[config.mk]
export PLATFORM = sky130hd
export DESIGN_NAME = branch_predictor_gshare_flat
export DESIGN_NICKNAME = d
export VERILOG_FILES = /design/src/rtl/branch_predictor_gshare_if.sv /design/src/rtl/branch_predictor_gshare.sv /design/src/flat_wrapper.sv
export SDC_FILE = /design/constraint.sdc
export NUM_CORES = 1
export LEC_CHECK = 0
export CAP_MARGIN = 25
export CORE_MARGIN = 1
export CORE_UTILIZATION = 44
export DETAILED_ROUTE_END_ITERATION = 16
export GPL_ROUTABILITY_DRIVEN = 0
export PLACE_DENSITY = 0.58
export SLEW_MARGIN = 20
export SYNTH_ARGS = -nofsm -noshare
export SYNTH_HDL_FRONTEND = slang
export SYNTH_SLANG_ARGS = --single-unit
[constraint.sdc]
create_clock -name clk -period 9 [get_ports clk]
set_input_delay 2.7 -clock clk [delete_from_list [all_inputs] [get_ports clk]]
set_output_delay 2.7 -clock clk [all_outputs]
set_load 0.02 [all_outputs]
[src/rtl/branch_predictor_gshare_if.sv]
`default_nettype none
// ============================================================================
// Module      : branch_predictor_gshare_if
// Description : Fetch-side and commit-side bundle of the gshare branch
//               predictor.
//               master : InstFetcher / ReorderBuffer side (drives fetch and
//                        commit, receives the prediction)
//               slave  : predictor side
//               Fetch  : IF_inst_valid, IF_inst, IF_inst_pc  -> predictor
//                        IF_need_jump, IF_predicted_imm, IF_ghr <- predictor
//               Commit : ROB_input_valid, ROB_taken, ROB_mispredict,
//                        ROB_pc, ROB_ghr -> predictor
// Revision    : 1.0 - initial release
// ============================================================================
interface branch_predictor_gshare_if #(
  parameter int GHR_W = 8
);
  logic             IF_inst_valid;
  logic [31:0]      IF_inst;
  logic [31:0]      IF_inst_pc;
  logic             IF_need_jump;
  logic [31:0]      IF_predicted_imm;
  logic [GHR_W-1:0] IF_ghr;
  logic             ROB_input_valid;
  logic             ROB_taken;
  logic             ROB_mispredict;
  logic [31:0]      ROB_pc;
  logic [GHR_W-1:0] ROB_ghr;

  modport master (
    output IF_inst_valid, IF_inst, IF_inst_pc,
    output ROB_input_valid, ROB_taken, ROB_mispredict, ROB_pc, ROB_ghr,
    input  IF_need_jump, IF_predicted_imm, IF_ghr
  );

  modport slave (
    input  IF_inst_valid, IF_inst, IF_inst_pc,
    input  ROB_input_valid, ROB_taken, ROB_mispredict, ROB_pc, ROB_ghr,
    output IF_need_jump, IF_predicted_imm, IF_ghr
  );
endinterface
`default_nettype wire

[src/rtl/branch_predictor_gshare.sv]
`default_nettype none
// ============================================================================
// Module      : branch_predictor_gshare
// Description : Two-level (gshare) branch predictor for the fetch stage.
//               Same-cycle taken/not-taken prediction and sign-extended
//               offset for InstFetcher. A table of CNT_W-bit saturating
//               counters is indexed by pc[PHT_IDX_W+1:2] XOR global history.
//               The speculative history advances on fetched B-type branches
//               and is repaired from the ROB on a misprediction; training at
//               commit uses the history snapshot carried with the branch.
// Ports       : clk   - clock
//               rst   - synchronous active-high reset
//               rdy   - global ready; all state frozen while low
//               bp_if - branch_predictor_gshare_if.slave (fetch + commit)
// Config      : GSHARE_PREDICTOR_EN defined   -> gshare indexing and history
//               GSHARE_PREDICTOR_EN undefined -> bimodal (PC-only index,
//                                                history held at zero)
// Revision    : 1.0 - initial release
// ============================================================================
module branch_predictor_gshare #(
  parameter int PHT_IDX_W = 8,
  parameter int GHR_W     = 8,
  parameter int CNT_W     = 2
) (
  input  wire                         clk,
  input  wire                         rst,
  input  wire                         rdy,
  branch_predictor_gshare_if.slave    bp_if
);

  localparam int               c_PHT_N    = 1 << PHT_IDX_W;
  localparam logic [6:0]       c_OP_JAL   = 7'b1101111;
  localparam logic [6:0]       c_OP_BR    = 7'b1100011;
  localparam logic [CNT_W-1:0] c_CNT_MAX  = '1;
  // Weakly not-taken: MSB clear, all lower bits set.
  localparam logic [CNT_W-1:0] c_CNT_INIT = {1'b0, {(CNT_W-1){1'b1}}};

  logic [CNT_W-1:0]     r_pht [c_PHT_N];
  logic [GHR_W-1:0]     r_spec_ghr;

  logic [GHR_W-1:0]     w_ghr_next;
  logic [PHT_IDX_W-1:0] w_pred_hist;
  logic [PHT_IDX_W-1:0] w_trn_hist;
  logic [PHT_IDX_W-1:0] w_pred_idx;
  logic [PHT_IDX_W-1:0] w_trn_idx;
  logic [CNT_W-1:0]     w_pred_cnt;
  logic [CNT_W-1:0]     w_trn_old;
  logic [CNT_W-1:0]     w_trn_new;
  logic [6:0]           w_opcode;
  logic                 w_is_jal;
  logic                 w_is_br;
  logic                 w_need_jump;
  logic [31:0]          w_imm_j;
  logic [31:0]          w_imm_b;

  // --------------------------------------------------------------------------
  // Decode
  // --------------------------------------------------------------------------
  assign w_opcode = bp_if.IF_inst[6:0];
  assign w_is_jal = (w_opcode == c_OP_JAL);
  assign w_is_br  = (w_opcode == c_OP_BR);

  assign w_imm_j = {{11{bp_if.IF_inst[31]}}, bp_if.IF_inst[31], bp_if.IF_inst[19:12],
                    bp_if.IF_inst[20], bp_if.IF_inst[30:21], 1'b0};
  assign w_imm_b = {{19{bp_if.IF_inst[31]}}, bp_if.IF_inst[31], bp_if.IF_inst[7],
                    bp_if.IF_inst[30:25], bp_if.IF_inst[11:8], 1'b0};

  // --------------------------------------------------------------------------
  // History handling
  // --------------------------------------------------------------------------
`ifdef GSHARE_PREDICTOR_EN
  logic [GHR_W-1:0] w_ghr_shift;
  logic [GHR_W-1:0] w_ghr_repair;

  generate
    if (GHR_W == 1) begin : g_ghr_w1
      assign w_ghr_shift  = w_need_jump;
      assign w_ghr_repair = bp_if.ROB_taken;
    end else begin : g_ghr_wn
      assign w_ghr_shift  = {r_spec_ghr[GHR_W-2:0], w_need_jump};
      assign w_ghr_repair = {bp_if.ROB_ghr[GHR_W-2:0], bp_if.ROB_taken};
    end
  endgenerate

  // Repair overrides a same-cycle fetch shift: that fetch is being flushed.
  always_comb begin
    w_ghr_next = r_spec_ghr;
    if (bp_if.IF_inst_valid && w_is_br) begin
      w_ghr_next = w_ghr_shift;
    end
    if (bp_if.ROB_input_valid && bp_if.ROB_mispredict) begin
      w_ghr_next = w_ghr_repair;
    end
  end

  assign w_pred_hist = PHT_IDX_W'(r_spec_ghr);
  assign w_trn_hist  = PHT_IDX_W'(bp_if.ROB_ghr);
`else
  // Bimodal: history never leaves zero, ROB snapshot and mispredict unused.
  logic w_unused_bimodal;
  assign w_unused_bimodal = ^{bp_if.ROB_ghr, bp_if.ROB_mispredict};

  assign w_ghr_next  = '0;
  assign w_pred_hist = '0;
  assign w_trn_hist  = '0;
`endif

  // --------------------------------------------------------------------------
  // Table index / read
  // --------------------------------------------------------------------------
  assign w_pred_idx = bp_if.IF_inst_pc[PHT_IDX_W+1:2] ^ w_pred_hist;
  assign w_trn_idx  = bp_if.ROB_pc[PHT_IDX_W+1:2]     ^ w_trn_hist;

  // Read is from the registered table, so a same-cycle commit to the same
  // entry is seen only from the next cycle on.
  assign w_pred_cnt = r_pht[w_pred_idx];
  assign w_trn_old  = r_pht[w_trn_idx];

  // Saturating update, no wrap at either bound.
  always_comb begin
    w_trn_new = w_trn_old;
    if (bp_if.ROB_taken) begin
      if (w_trn_old != c_CNT_MAX) begin
        w_trn_new = w_trn_old + CNT_W'(1);
      end
    end else begin
      if (w_trn_old != '0) begin
        w_trn_new = w_trn_old - CNT_W'(1);
      end
    end
  end

  // --------------------------------------------------------------------------
  // Prediction outputs
  // --------------------------------------------------------------------------
  always_comb begin
    w_need_jump = 1'b0;
    if (w_is_jal) begin
      w_need_jump = 1'b1;
    end else if (w_is_br) begin
      w_need_jump = w_pred_cnt[CNT_W-1];
    end
  end

  assign bp_if.IF_need_jump     = w_need_jump;
  assign bp_if.IF_predicted_imm = w_is_br ? w_imm_b : w_imm_j;
  assign bp_if.IF_ghr           = r_spec_ghr;

  // --------------------------------------------------------------------------
  // State
  // --------------------------------------------------------------------------
  always_ff @(posedge clk) begin
    if (rst) begin
      for (int i = 0; i < c_PHT_N; i++) begin
        r_pht[i] <= c_CNT_INIT;
      end
      r_spec_ghr <= '0;
    end else if (rdy) begin
      if (bp_if.ROB_input_valid) begin
        r_pht[w_trn_idx] <= w_trn_new;
      end
      r_spec_ghr <= w_ghr_next;
    end
  end

  // PC bits outside the index field do not take part in prediction.
  logic w_unused_pc_bits;
  assign w_unused_pc_bits = ^{bp_if.IF_inst_pc[1:0], bp_if.IF_inst_pc[31:PHT_IDX_W+2],
                              bp_if.ROB_pc[1:0], bp_if.ROB_pc[31:PHT_IDX_W+2]};

endmodule
`default_nettype wire

[src/flat_wrapper.sv]
// flat-port wrapper written by rule: the top's interface ports become plain ports
module branch_predictor_gshare_flat 
#(
  parameter int PHT_IDX_W = 8,
  parameter int GHR_W     = 8,
  parameter int CNT_W     = 2
)
  (clk, rst, rdy, bp_if_IF_inst_valid, bp_if_IF_inst, bp_if_IF_inst_pc, bp_if_ROB_input_valid, bp_if_ROB_taken, bp_if_ROB_mispredict, bp_if_ROB_pc, bp_if_ROB_ghr, bp_if_IF_need_jump, bp_if_IF_predicted_imm, bp_if_IF_ghr);
  branch_predictor_gshare_if #(.GHR_W(GHR_W)) bp_if_i ();
  input  wire clk;
  input  wire rst;
  input  wire rdy;
  input wire logic [$bits(bp_if_i.IF_inst_valid)-1:0] bp_if_IF_inst_valid;
  input wire logic [$bits(bp_if_i.IF_inst)-1:0] bp_if_IF_inst;
  input wire logic [$bits(bp_if_i.IF_inst_pc)-1:0] bp_if_IF_inst_pc;
  input wire logic [$bits(bp_if_i.ROB_input_valid)-1:0] bp_if_ROB_input_valid;
  input wire logic [$bits(bp_if_i.ROB_taken)-1:0] bp_if_ROB_taken;
  input wire logic [$bits(bp_if_i.ROB_mispredict)-1:0] bp_if_ROB_mispredict;
  input wire logic [$bits(bp_if_i.ROB_pc)-1:0] bp_if_ROB_pc;
  input wire logic [$bits(bp_if_i.ROB_ghr)-1:0] bp_if_ROB_ghr;
  output wire logic [$bits(bp_if_i.IF_need_jump)-1:0] bp_if_IF_need_jump;
  output wire logic [$bits(bp_if_i.IF_predicted_imm)-1:0] bp_if_IF_predicted_imm;
  output wire logic [$bits(bp_if_i.IF_ghr)-1:0] bp_if_IF_ghr;
  assign bp_if_i.IF_inst_valid = bp_if_IF_inst_valid;
  assign bp_if_i.IF_inst = bp_if_IF_inst;
  assign bp_if_i.IF_inst_pc = bp_if_IF_inst_pc;
  assign bp_if_i.ROB_input_valid = bp_if_ROB_input_valid;
  assign bp_if_i.ROB_taken = bp_if_ROB_taken;
  assign bp_if_i.ROB_mispredict = bp_if_ROB_mispredict;
  assign bp_if_i.ROB_pc = bp_if_ROB_pc;
  assign bp_if_i.ROB_ghr = bp_if_ROB_ghr;
  assign bp_if_IF_need_jump = bp_if_i.IF_need_jump;
  assign bp_if_IF_predicted_imm = bp_if_i.IF_predicted_imm;
  assign bp_if_IF_ghr = bp_if_i.IF_ghr;
  branch_predictor_gshare #(.PHT_IDX_W(PHT_IDX_W), .GHR_W(GHR_W), .CNT_W(CNT_W)) u_core (.clk(clk), .rst(rst), .rdy(rdy), .bp_if(bp_if_i));
endmodule
**Word level (Yosys, flattened, before mapping)**

Memories as Yosys holds them, arrays and structs flattened.
Cells that the tools add are included.

- Flip-flop bits (word level): 0
- RAM bits: 512
- Input port bits: 111
- Output and inout port bits: 41
- Logic and storage cells: 23
- Memories kept: 1

- Add/subtract/negate cells: 2
- Eq/ne operators: 3
- Multiplexer cells: 15
- Reduce and logical (&&, ||, !) cells: 2

Memories:

| name | depth | bits a word | read ports | clocked after Yosys merged registers in | wr ports | line | RTL |
|---|---|---|---|---|---|---|---|
| u_core.r_pht | 256 | 2 | 2 | 0 | 256 | branch_predictor_gshare.sv:38 | `logic [CNT_W-1:0] r_pht [c_PHT_N];` |

Operators with widths:

| kind | number |
|---|---|
| 2-to-1 mux 20 bit | 1 |
| equality test 7 bit, second input constant | 2 |
| 2-to-1 mux 1 bit | 9 |
| 2-to-1 mux 2 bit | 4 |
| 2-to-1 mux 8 bit | 1 |
| adder 2 x 1 -> 2 bit, second input constant | 1 |
| inequality test 2 bit, second input constant | 1 |
| nonzero test 2 bit | 1 |
| OR reduction 2 bit | 1 |
| subtractor 2 x 1 -> 2 bit, second input constant | 1 |

**Logic depth before layout (Yosys ltp)**

- Depth in word-level cells: 6
- Depth in mapped cells: 15
- Mapped depth without buffers: 8

**Least setup slack after synthesis**

No wires, ideal clock.

- Path type: input-to-output
- Start point: input port bp_if_IF_inst_pc[2]
- End point: output port bp_if_IF_need_jump
- Arrival: 5.336 ns
- Required time: 6.300 ns
- Slack: 0.964 ns
- Stages: 10
- Buffers on the path: 2
- Cell sequence: clkbuf_1 buf_1 mux4_2 mux4_2 a22oi_1 nand3_1 nand2_1 o21ai_0 o21ai_0 o22ai_1

- Cells in the longest elaborated chain, start to end: 3

RTL lines:

| element | line | RTL |
|---|---|---|
| start, declared | flat_wrapper.sv:15 | `input wire logic [$bits(bp_if_i.IF_inst_pc)-1:0] bp_if_IF_inst_pc;` |
| memory read (256 x 2 bit) | n/a |  |
| 2-to-1 mux 1 bit | branch_predictor_gshare.sv:140 | `end else if (w_is_br) begin` |
| 2-to-1 mux 1 bit | branch_predictor_gshare.sv:138 | `if (w_is_jal) begin` |
| end, declared | flat_wrapper.sv:21 | `output wire logic [$bits(bp_if_i.IF_need_jump)-1:0] bp_if_IF_need_jump;` |

Every way passes these cells.

**Worst setup path in the final report**

- Start point: input port bp_if_IF_inst_pc[3]
- End point: output port bp_if_IF_need_jump

The elaborated chain is that of the path after synthesis.

==> flow_summary.toml <==
[power]
vdd_drop_max_mv = 0.128
leakagePower_uw = 0.0108
total_power_uw = 5840
power_density_nw_per_um2 = 180

[timing]
skew_ps = 29.4
rsz0062_at_grt = "no"
final_hold_viol_count = 0
finalCritPeriodShare_pct = 97.6
tns_ps = 0
fmaxAchievable_mhz = 114
setup_viol = 0
period_minus_slack_ps = 8780
final-max-slew-violation-count = 0
timing.hold.ws_ps = 1720
max_slew_margin_pct = 32.7
tightest_slew_ps = 1010

[global_route]
antenna_found_initial = 1
grt_max_degree = 149
grt.total_usage_pct = 28.5
grt_pass1_vias = 20748
grt-ovfl-total = 0
grt_pass1_wl_um = 141000

[cells_and_area]
largest_register_ffs = 512
nets = 2380
syn2layout_area_growth_pct = 10.6
largest_registers = "u_core.r_pht x512"
drive_gt1_share_pct = 16.5
regMostFlops = "u_core.r_pht"
final_cells = 3179
postLayoutCellArea_sq_um = 32400

[routing]
wl_um = 96900
wl_per_cell_um = 30.5
viasPerCell = 6.72
postRouteAntennaNets = 0
vias = 21360
drc_errors = 0
first_iter_violations = 2600
drtPass1Iterations = 6

[clock_network]
cts_buffers = 56
clk_pin_slew_ps = 60
cts_tree = "built"
holdBufCountCts = 0
cts_root_buffer = "clkbuf_16"
clk_latency_ps = 640
cts_buffer_depth = 3
htree_levels = 2
clock-sinks = 512

[logic_synthesis]
syn_area_sq_um = 29300
synth-seq-area-share_pct = 52.4
synth_top_flop_cell = "edfxtp_1"
async_flop_share_pct = 0
synth-edff-count = 512
syn_avg_cell_area_sq_um = 12.4
synth_seq_cells = 512
synthCells = 2357
ys_types = 53
yosysWarnings = 0

[worst_hold_path]
hold_path_class = "register to register"

[worst_setup_path]
cpLargestDelayFamily = "buffers and inverters"
endpoint_kind = "primary output"
worstPathRequired_ps = 6300
crit_slowest_cell = "clkdlybuf4s50_1"
path_buf_inv = 4
worstPathCellList = "buf_2 -> buf_4 -> mux4_2 -> mux4_2 -> nand3_1 -> nand3_1 -> nand2_1 -> o21ai_0 -> o21ai_1 -> buf_4 -> o22ai_1 -> clkdlybuf4s50_1"
crit_fanout = 19
start_kind = "input pin"
critPathMaxStageDelay_ps = 560
crit_arrival_ps = 6080
critPathKind = "input pin to primary output"

[floorplan]
die_area_sq_um = 67700
row_count = 94
start_util_pct = 44.5
die_w_um = 260
fp.coreArea_sq_um = 65900
io_pins = 152
die_h_um = 260

[placed_design]
placedCellCount = 3075
place_area_sq_um = 30600
dpl.hpwl_um = 59700
io_buffers = 72

[status]
outcome = "complete, no violations"

[run]
cap_violations = 0
## per-stage QoR
| step | setup WS [ps] | util (%) |
|---|---|---|
| floorplan | 964 | - |
| global placement | -20.4 | 46.4 |
| detailed placement | -19.5 | 46.5 |
| CTS | 139 | 49.2 |
| global route | 123 | 49.2 |
| finish | 220 | 49.2 |
## worst paths after layout
check,start,endpoint,slack [ps],depth (start not counted)
worst max-delay path,bp_if_IF_inst_pc[3],bp_if_IF_need_jump,220,12
worst max register to register,u_core.r_pht[158][1],u_core.r_pht[72][1],4830,9
worst min register to register,u_core.r_pht[26][0],u_core.r_pht[231][1],1720,8
worst min-delay path,u_core.r_pht[26][0],u_core.r_pht[231][1],1720,8
## worst min-delay path, delay by kind of cell, from the launching register on
| kind | cells | cell delay (ps) |
|---|---|---|
| AO/OA/AOI/OAI | 4 | 520 |
| multiplexers | 1 | 230 |
| buffers and inverters | 1 | 240 |
| flip-flops | 1 | 310 |
| AND/OR/NAND/NOR | 2 | 260 |
## where the power goes
part / leakage, uW / switching [uW] / internal, uW
clock: 0.000888 / 983 / 1340
combinational: 0.00537 / 565 / 247
sequential: 0.00457 / 32.3 / 2670
total: 0.0108 / 1580 / 4260
## final cells by class
cell class	count	area, sq um
antenna	1	2.50
clock buffer	69	1490
clock inverter	34	312
fill	5774	33400
inverter	4	15.0
multi-input combinational	1543	12600
sequential	512	15400
tap	864	1080
timing repair buffer	152	1520
## logic make-up after synthesis
| kind of cell | count (synthesis) | share of synthesized area [%] |
|---|---|---|
| buf+inv | 310 | 5.16 |
| flops | 512 | 52.4 |
| compound gates | 703 | 16.4 |
| other cells | 1 | 0.0128 |
| simple gates | 557 | 9.55 |
| mux | 274 | 16.4 |
## cells in the mapped netlist, drive strengths merged (7+ instances only)
master | count | area share (%)
a22o | 7 | 0.21
mux2 | 9 | 0.35
a21boi | 7 | 0.18
a21o | 87 | 2.2
o211ai | 83 | 2.1
and2 | 11 | 0.23
nor3 | 21 | 0.36
nand2b | 179 | 3.8
nor2 | 39 | 0.51
a22oi | 48 | 1.2
mux4 | 165 | 13
o21ai | 13 | 0.22
nand3 | 34 | 0.58
nand2 | 220 | 2.8
a21oi | 183 | 3.1
buf | 190 | 3.6
or2 | 12 | 0.26
edfxtp | 512 | 52
o21bai | 170 | 4.4
clkbuf | 116 | 1.5
mux2i | 100 | 3.4
a211oi | 83 | 2.1
nand4 | 7 | 0.15
nor2b | 15 | 0.32
## placed cells by master (no fill, tap or decap), types with 48 or more instances in the layout
cell             synthesis  final
a21oi_1                183    183
mux4_2                 165    165
clkbuf_16                0     58
nand2b_1               179    179
buf_4                   47     63
a21o_1                  87     87
o211ai_1                83     83
edfxtp_1               512    512
a211oi_1                83     83
o21bai_1               170    170
nand2_1                220    220
mux2i_1                100    100
a22oi_1                 48     48
clkdlybuf4s50_1          0     63
## metal layers
metal,vias to the layer above,wire length (um),track usage (%)
met5,-,14,0
met4,2,3610,10.4
met3,217,9430,5.20
met2,1311,45200,44.9
met1,10898,38700,39.5
li1,8932,-,-
## what timing repair did
action,CTS,global route
setup endpoints to repair,1,1
gates resized for setup,1,1
setup buffers,0,0
No activity file was read; power rests on OpenSTA's default activity.
